### config.mk
export PLATFORM = sky130hd
export DESIGN_NAME = psum_collector
export DESIGN_NICKNAME = d
export VERILOG_FILES = /design/src/rtl/pe_array_pkg.sv /design/src/rtl/psum_fifo.sv /design/src/rtl/psum_collector.sv
export SDC_FILE = /design/constraint.sdc
export NUM_CORES = 1
export LEC_CHECK = 0
export ABC_AREA = 1
export CELL_PAD_IN_SITES_DETAIL_PLACEMENT = 0
export CELL_PAD_IN_SITES_GLOBAL_PLACEMENT = 2
export CORE_UTILIZATION = 31
export CTS_CLUSTER_SIZE = 24
export DETAILED_ROUTE_END_ITERATION = 16
export PLACE_DENSITY_LB_ADDON = 0.1
export SETUP_SLACK_MARGIN = 0.1
export SYNTH_ARGS = -nofsm -noshare
export SYNTH_HDL_FRONTEND = slang
export SYNTH_SLANG_ARGS = --single-unit
export TNS_END_PERCENT = 10
### constraint.sdc
create_clock -name clk_i -period 2.65 [get_ports clk_i]
set_input_delay 0.53 -clock clk_i [delete_from_list [all_inputs] [get_ports clk_i]]
set_output_delay 0.53 -clock clk_i [all_outputs]
set_load 0.005 [all_outputs]
### src/rtl/pe_array_pkg.sv
// rtl/pe_array_pkg.sv - shared types, widths and arithmetic helpers for the psum collector
package pe_array_pkg;

  localparam int TOP_BITS_C   = 2;
  localparam int BOT_BITS_C   = 14;
  localparam int DATA_WIDTH_C = TOP_BITS_C + BOT_BITS_C;

  typedef enum logic [1:0] {
    ST_IDLE,
    ST_RUN,
    ST_DONE
  } collector_state_e;

  // Number of valid-convolution outputs for one layer.
  function automatic int out_count(input int height, input int width, input int kernel);
    return (height - kernel + 1) * (width - kernel + 1);
  endfunction

  // Signed add clamped to the range of a w-bit two's-complement value (w <= 31).
  function automatic logic signed [31:0] sat_add(input logic signed [31:0] a,
                                                 input logic signed [31:0] b,
                                                 input int w);
    logic signed [32:0] sum;
    logic signed [32:0] hi;
    logic signed [32:0] lo;
    sum = 33'(a) + 33'(b);
    hi  = (33'sd1 <<< (w - 1)) - 33'sd1;
    lo  = -hi - 33'sd1;
    if (sum > hi) begin
      return hi[31:0];
    end else if (sum < lo) begin
      return lo[31:0];
    end
    return sum[31:0];
  endfunction

endpackage

### src/rtl/psum_fifo.sv
// rtl/psum_fifo.sv - first-word-fall-through FIFO; a push into a full FIFO without a pop is dropped
module psum_fifo #(
  parameter int WIDTH = 8,
  parameter int DEPTH = 4
) (
  input  logic             clk_i,
  input  logic             rst_i,
  input  logic [WIDTH-1:0] in_tdata,
  input  logic             in_tvalid,
  output logic [WIDTH-1:0] out_tdata,
  output logic             out_tvalid,
  input  logic             out_tready,
  output logic             drop
);

  localparam int AW = $clog2(DEPTH);
  localparam logic [AW:0] FULL_CNT = (AW + 1)'(DEPTH);

  logic [WIDTH-1:0] mem_q [DEPTH];
  logic [AW-1:0]    wr_ptr_q;
  logic [AW-1:0]    rd_ptr_q;
  logic [AW:0]      count_q;
  logic             full;
  logic             empty;
  logic             push;
  logic             pop;

  // A pop frees the head slot this cycle, so a push at full still fits.
  always_comb begin
    full  = (count_q == FULL_CNT);
    empty = (count_q == '0);
    pop   = out_tready && !empty;
    push  = in_tvalid && (!full || pop);
    drop  = in_tvalid && full && !pop;
  end

  assign out_tvalid = !empty;
  assign out_tdata  = empty ? '0 : mem_q[rd_ptr_q];

  always_ff @(posedge clk_i) begin
    if (push) begin
      mem_q[wr_ptr_q] <= in_tdata;
    end
  end

  always_ff @(posedge clk_i) begin
    if (rst_i) begin
      wr_ptr_q <= '0;
      rd_ptr_q <= '0;
      count_q  <= '0;
    end else begin
      if (push) begin
        wr_ptr_q <= wr_ptr_q + AW'(1);
      end
      if (pop) begin
        rd_ptr_q <= rd_ptr_q + AW'(1);
      end
      case ({push, pop})
        2'b10:   count_q <= count_q + (AW + 1)'(1);
        2'b01:   count_q <= count_q - (AW + 1)'(1);
        default: count_q <= count_q;
      endcase
    end
  end

endmodule

### src/rtl/psum_collector.sv
// rtl/psum_collector.sv - bias-add, saturate, quantise and buffer final psums into the ofmap buffer
// Optional ReLU on the saturated result when PSUM_RELU_EN is defined.
module psum_collector
  import pe_array_pkg::*;
#(
  parameter int G_BUF_ADDR_WIDTH = 10,
  parameter int G_BUF_DATA_WIDTH = 8,
  parameter int G_TOP_BITS       = TOP_BITS_C,
  parameter int G_BOT_BITS       = BOT_BITS_C,
  parameter int G_KERNEL_SIZE    = 5,
  parameter int G_IMAGE_HEIGHT   = 28,
  parameter int G_IMAGE_WIDTH    = 28,
  parameter int G_FIFO_DEPTH     = 4
) (
  input  logic                               clk_i,
  input  logic                               rst_i,
  input  logic                               start_i,
  input  logic [G_BUF_ADDR_WIDTH-1:0]        base_addr_i,
  input  logic [G_TOP_BITS+G_BOT_BITS-1:0]   bias_i,
  input  logic                               psum_vld_i,
  input  logic [G_TOP_BITS+G_BOT_BITS-1:0]   psum_i,
  input  logic                               buf_rdy_i,
  output logic                               buf_wr_en_o,
  output logic [G_BUF_ADDR_WIDTH-1:0]        buf_addr_o,
  output logic [G_BUF_DATA_WIDTH-1:0]        buf_wdata_o,
  output logic                               busy_o,
  output logic                               done_o,
  output logic                               overflow_o
);

  localparam int D         = G_TOP_BITS + G_BOT_BITS;
  localparam int OUT_COUNT = out_count(G_IMAGE_HEIGHT, G_IMAGE_WIDTH, G_KERNEL_SIZE);
  localparam int CNT_W     = $clog2(OUT_COUNT + 1);

  collector_state_e              state_q;
  logic                          s1_vld_q;
  logic [D-1:0]                  s1_data_q;
  logic signed [31:0]            sum_sat;
  logic [G_BUF_DATA_WIDTH-1:0]   quant;
  logic                          fifo_vld;
  logic                          fifo_drop;
  logic                          accept;
  logic                          run_psum;
  logic [G_BUF_ADDR_WIDTH-1:0]   addr_q;
  logic [CNT_W-1:0]              wr_cnt_q;

  assign run_psum = psum_vld_i && (state_q == ST_RUN);

  always_comb begin
    sum_sat = sat_add(32'(signed'(psum_i)), 32'(signed'(bias_i)), D);
  end

  always_ff @(posedge clk_i) begin
    if (rst_i) begin
      s1_vld_q  <= 1'b0;
      s1_data_q <= '0;
    end else begin
      s1_vld_q <= run_psum;
      if (run_psum) begin
        s1_data_q <= sum_sat[D-1:0];
      end
    end
  end

  // Keep the integer bits and the leading fraction bits; the rest is truncated.
  always_comb begin
    quant = s1_data_q[D-1 -: G_BUF_DATA_WIDTH];
`ifdef PSUM_RELU_EN
    if (s1_data_q[D-1]) begin
      quant = '0;
    end
`endif
  end

  psum_fifo #(
    .WIDTH (G_BUF_DATA_WIDTH),
    .DEPTH (G_FIFO_DEPTH)
  ) u_fifo (
    .clk_i      (clk_i),
    .rst_i      (rst_i),
    .in_tdata   (quant),
    .in_tvalid  (s1_vld_q),
    .out_tdata  (buf_wdata_o),
    .out_tvalid (fifo_vld),
    .out_tready (buf_rdy_i),
    .drop       (fifo_drop)
  );

  assign buf_wr_en_o = fifo_vld;
  assign accept      = fifo_vld && buf_rdy_i;
  assign buf_addr_o  = addr_q;

  always_ff @(posedge clk_i) begin
    if (rst_i) begin
      state_q    <= ST_IDLE;
      addr_q     <= '0;
      wr_cnt_q   <= '0;
      overflow_o <= 1'b0;
      busy_o     <= 1'b0;
      done_o     <= 1'b0;
    end else begin
      if (accept) begin
        addr_q   <= addr_q + G_BUF_ADDR_WIDTH'(1);
        wr_cnt_q <= wr_cnt_q + CNT_W'(1);
      end
      if (fifo_drop) begin
        overflow_o <= 1'b1;
      end
      case (state_q)
        ST_IDLE: begin
          if (start_i) begin
            state_q    <= ST_RUN;
            addr_q     <= base_addr_i;
            wr_cnt_q   <= '0;
            overflow_o <= 1'b0;
            busy_o     <= 1'b1;
          end
        end
        ST_RUN: begin
          if (accept && (wr_cnt_q == CNT_W'(OUT_COUNT - 1))) begin
            state_q <= ST_DONE;
            done_o  <= 1'b1;
          end
        end
        ST_DONE: begin
          state_q <= ST_IDLE;
          busy_o  <= 1'b0;
          done_o  <= 1'b0;
        end
        default: begin
          state_q <= ST_IDLE;
          busy_o  <= 1'b0;
          done_o  <= 1'b0;
        end
      endcase
    end
  end

endmodule

# Yosys cells after proc, flatten, opt, wreduce, memory -nomap -nowiden
# Memories as Yosys holds them, arrays and structs flattened. A register that Yosys moved wholly into a read port is not among the register bits.
# Index checks and enable logic that the tools add are counted.
word_totals:
  latchBits: 0
  ff_bits: 49
  ramBits: 32
  input_bits: 47
  memories: 1
  rom_bits: 0
op_classes:
  n_addsub: 7
  eq_ne: 7
  n_shift: 0
  n_mul: 0
  div: 0
  bitwise_logic: 2
  muxes: 27
  n_reduce_logical: 16
  magnitude_cmp: 2
mem_list:
  columns: ["name", "words", "word_bits", "rd", "rd_clocked_by_memory_dff", "wr", "line", "source"]
  rows:
  - ["u_fifo.mem_q", 4, 8, 1, 1, 1, "psum_fifo.sv:19", "logic [WIDTH-1:0] mem_q [DEPTH];"]
op_table:
  columns: ["cell", "count"]
  rows:
  - ["10-bit 2-to-1 mux", 6]
  - ["16-bit 2-to-1 mux", 3]
  - ["10-bit by 1-bit adder with 10-bit output, second input constant", 2]
  - ["16-bit by 16-bit adder with 17-bit output", 1]
  - ["17-bit by 16-bit > comparator with 1-bit output, second input constant", 1]
  - ["17-bit by 16-bit < comparator with 1-bit output, second input constant", 1]
  - ["10-bit == test, second input constant", 1]
  - ["1-bit 2-to-1 mux", 9]
  - ["2-bit 2-to-1 mux", 4]
  - ["8-bit 2-to-1 mux", 1]
  - ["1-bit logical AND", 6]
  - ["3-bit one-hot mux with 2 select lines", 1]
  - ["2-bit AND reduction", 3]
  - ["2-bit by 1-bit adder with 2-bit output, second input constant", 2]
  - ["2-bit by 1-bit == test with 1-bit output, second input constant", 2]
  - ["1-bit one-hot mux with 2 select lines", 2]
  - ["2-bit one-hot mux with 2 select lines", 1]
  - ["3-bit by 1-bit adder with 3-bit output, second input constant", 1]
  - ["3-bit == test, second input constant", 1]
  - ["1-bit zero test", 3]
  - ["3-bit zero test", 1]
  - ["3-bit by 1-bit subtractor with 3-bit output, second input constant", 1]
  - ["2-bit == test, second input constant", 1]
  - ["2-bit zero test", 1]
  - ["5 further kinds", 6]

# Longest topological paths before layout
depth:
  ltp_word: 8
  depth_mapped: 15

# Hierarchy
# Synthesis repeated with hierarchy kept, for this count alone.
unflattened:
  cells_unflattened: 537
  area_unflattened_um2: 4185.3
by_module_without_submodules:
  columns: ["module", "seq_area_each_um2", "n_inst", "cells_each", "area_per_inst_um2"]
  rows:
  - ["psum_collector", 680.7, 1, 368, 2428.6]
  - ["psum_fifo", 1141.1, 1, 169, 1756.7]

# Worst setup path before layout
# No wires, ideal clock.
synth_path:
  path_type: "input port to flip-flop"
  from: "input port bias_i[0]"
  to: "register s1_data_q[13]"
  setup_ns: 0.066
  slack_ns: 0.601
  path_stages: 15
  required_ns: 2.584
  arrival_ns: 1.983
  path_cell_list: "ha_1 -> inv_1 -> fa_1 -> nand3b_1 -> nand2_1 -> nand2_1 -> nand2_1 -> nand2_1 -> nand2_1 -> nand2_1 -> nand2_2 -> nand2_1 -> nand2_1 -> nand2_1 -> a21oi_2"
synth_between:
  elab_chain_cells: 5
synth_rtl:
  columns: ["element", "line", "source"]
  rows:
  - ["start: declaration", "psum_collector.sv:19", "input logic [G_TOP_BITS+G_BOT_BITS-1:0] bias_i,"]
  - ["16-bit by 16-bit adder with 17-bit output *", "pe_array_pkg.sv:26", "sum = 33'(a) + 33'(b);"]
  - ["17-bit by 16-bit < comparator with 1-bit output", "pe_array_pkg.sv:31", "end else if (sum < lo) begin"]
  - ["1-bit 2-to-1 mux", "pe_array_pkg.sv:31", null]
  - ["1-bit 2-to-1 mux", "pe_array_pkg.sv:29", "if (sum > hi) begin"]
  - ["16-bit 2-to-1 mux *", "pe_array_pkg.sv:34", "return sum[31:0];"]
  - ["end signal: assignment", "psum_collector.sv:60", "s1_data_q <= sum_sat[D-1:0];"]
  - ["end: declaration", "psum_collector.sv:37", "logic [D-1:0] s1_data_q;"]
# Mark *: on every way between the ends. The rest lies on a longest branch, timed or not.
# A chain may end at the register's enable or synchronous reset.

==> impl_results.md <==
- Yosys top cell area share: 0.236
- Number of global-route vias before repair: 3,407
- Pre-antenna DRT Iters: 4
- Post-CTS Hold Buffers: 0
- LEAKAGE: 0.00233 uW
- Total wire length: 9530 um
- Syn-to-layout area delta: 33.0%
- CP Data Arrival Time: 1.84 ns
- Post-synth net total: 583
- Dpl cells: 764
- Most common cell after layout, fill and taps aside: nand2_1
- Post-synth cell types: 40
- Slew headroom: 0.741
- Layout cells sized above 1: 0.110
- Vias per inst: 4.50
- Cts bufs inserted: 9
- Syn. warnings: 0
- CP Class: flop to primary output
- Gr usage total: 0.156
- Share of the yosys chip area belonging to registers: 0.447
- WL/cell: 12.2 um
- Largest net degree at the start of global routing: 15
- Setup crit end: buf_wdata_o[2]
- Final Setup Violations: 0
- CTS root buf: clkbuf_16
- Fin. Hold Viols: 0
- FFs w/ async S/R, synth: 0
- Crit path time final: 2.37 ns
- Crit end category: primary output
- Critical Path Start Type: flop
- H-tree levels: 3
- Pre-CTS WS: -0.00148 ns
- Buffers on Ports: 68
- R2r setup slk: 0.77 ns
- # clock sinks: 75
- FF-to-FF End: u_fifo.count_q[2]
- Netlist Area Pre-Place: 4080 um2
- Vias: 3,522
- CTS max path bufs: 2
- Tcrit/Tclk final: 0.895
- Final RePlAce weighted congestion: 0.774
- Fin nets: 677
- IO Count: 69
- CP required: 2.12 ns
- Rows: 41
- Worst r2r path cells: 10
- Status: completed
- Worst reg2reg path startpoint: u_fifo.count_q[0]
- Cells after Synth: 511
- Register bit count reported by yosys: 75
- Clock slew at reported path FFs: 0.06 ns
- Unrepaired setup endpoints after global routing: no
- First-pass GRT wire length: 16,300 um
- Grt total ovfl: 0
- Starting density of the core: 0.320
- Max_cap viols: 0
- Setup Skew: 0.00475 ns
- Most frequent cells in the layout: nand2_1, inv_1, clkdlybuf4s50_1, nor2_1, a21oi_1
- Main flop type after synthesis: dfxtp_1
- Fin cells: 782
- Cell taking the most area after synthesis: edfxtp_1
- Chip width: 117 um
- Count of pins over their slew limit: 0
- Largest cells by area after synthesis: edfxtp_1, dfxtp_1, nand2_1, ha_1, inv_1
- CORE AREA: 12,700 um2
- HPWL Detailed: 7340 um
- Mean Syn Cell Area: 7.97 um2
- CTS tree: done
- Hold Crit Class: flop to flop
- Critical Path Fanout Max: 7
- F_max: 422 MHz
- Die Area: 13,600 um2
- Peak supply drop: 0.289 mV
- Initial DRC count: 177
- Initial antenna violation count: 0
- Least-Margin Pin Slew: 0.388 ns
- Post-route ant nets: 0
- Power per Cell Area: 660 nW/um2
- Skew-Pair Late Insertion Delay: 0.34 ns
- Hold WS: 0.458 ns
- DRC viols: 0
- PnR worst setup slack: 0.279 ns
- Die Height: 117 um
- Diode count: 0
- Post-synth EDFFs: 32
-- routing by layer --
metal | up-vias | GRT usage | routed length (um) | part of all wire
met5 | - | 0 | 0 | 0
met2 | 40 | 0.250 | 4310 | 0.45
met3 | 10 | 0.0317 | 231 | 0.024
li1 | 1878 | - | - | -
met1 | 1594 | 0.207 | 4840 | 0.51
met4 | 0 | 0.0557 | 151 | 0.016
-- final cells by class --
cell class	instances	area (um2)
Sequential cell	75	1820
Tap cell	172	215
Clock buffer	9	225
Clock inverter	7	77.6
Multi-Input combinational cell	357	1950
Timing Repair Buffer	91	853
Inverter	71	273
Fill cell	1344	7300
-- power by group --
part	internal [uW]	leakage, uW	switching [uW]
combinational	470	0.00153	519
sequential	1280	0.000655	78.0
clock	735	0.000146	492
total	2490	0.00233	1090
-- what timing repair did --
item / in CTS / in global routing
setup buffers: 2 / 0
hold endpoints to repair: 0 / 0
resized for setup: 1 / 1
endpoints found under the setup margin: 1 / 8
-- metrics by stage --
stage / utilization / cell area, um2 / power (uW) / setup TNS (ns)
final: 0.426 / 5420 / 3580 / 0
after global routing: 0.426 / 5420 / 3810 / 0
after CTS: 0.426 / 5420 / 3640 / 0
after detailed placement: 0.401 / 5100 / 2370 / -0.00148
after global placement: 0.401 / 5100 / 2370 / 0
after floorplan: - / 4080 / 1910 / 0
-- how the worst min path moves through the flow --
stage / start / endpoint / slack [ns] / cells past startpoint
2_1_floorplan: u_fifo.rd_ptr_q[1] / flop / 0.44 / 2
3_3_place_gp: overflow_o / overflow_o / 0.44 / 2
3_5_place_dp: overflow_o / overflow_o / 0.45 / 2
4_1_cts: overflow_o / overflow_o / 0.46 / 2
5_1_grt: u_fifo.rd_ptr_q[0] / flop / 0.49 / 1
6_report: overflow_o / overflow_o / 0.46 / 2
-- cell usage after synthesis, types with 3 or more instances --
cell / count
o21ai_1: 3
nand2_2: 5
nor2_1: 62
dfxtp_1: 43
inv_1: 69
nor2_2: 6
a21oi_1: 46
xor2_1: 7
nand3b_1: 3
edfxtp_1: 32
nand3_1: 21
o21ai_0: 43
a31oi_1: 3
clkbuf_1: 7
nand2_1: 101
ha_1: 23
nor3_1: 6
-- critical path, cell delays in order, from the launching register on --
cell	delay, ns
dfxtp_2	0.43
buf_4	0.18
nor2_1	0.05
nor2_1	0.09
o21ai_0	0.09
a21oi_1	0.14
clkdlybuf4s50_1	0.52
-- cells by family (layout without fill, tap and decap cells) --
group / after synthesis / count (layout) / synth area share
XOR/XNOR: 9 / 9 / 0.0193
buffers and inverters: 79 / 178 / 0.0737
adder cells (fa/ha/maj): 25 / 25 / 0.0804
flip-flops: 75 / 75 / 0.447
AND/OR/NAND/NOR: 219 / 219 / 0.242
AO/OA/AOI/OAI: 104 / 104 / 0.138
-- sequential cells by signal, indices dropped and copies added, names as in the netlist, named ones only --
name,flops
u_fifo.count_q,3
busy_o,1
state_q,2
u_fifo.wr_ptr_q,2
wr_cnt_q,10
overflow_o,1
u_fifo.rd_ptr_q,2
s1_data_q,8
done_o,1
s1_vld_q,1
u_fifo.mem_q,32
buf_addr_o,10
Power figures use the tool's default switching activity.
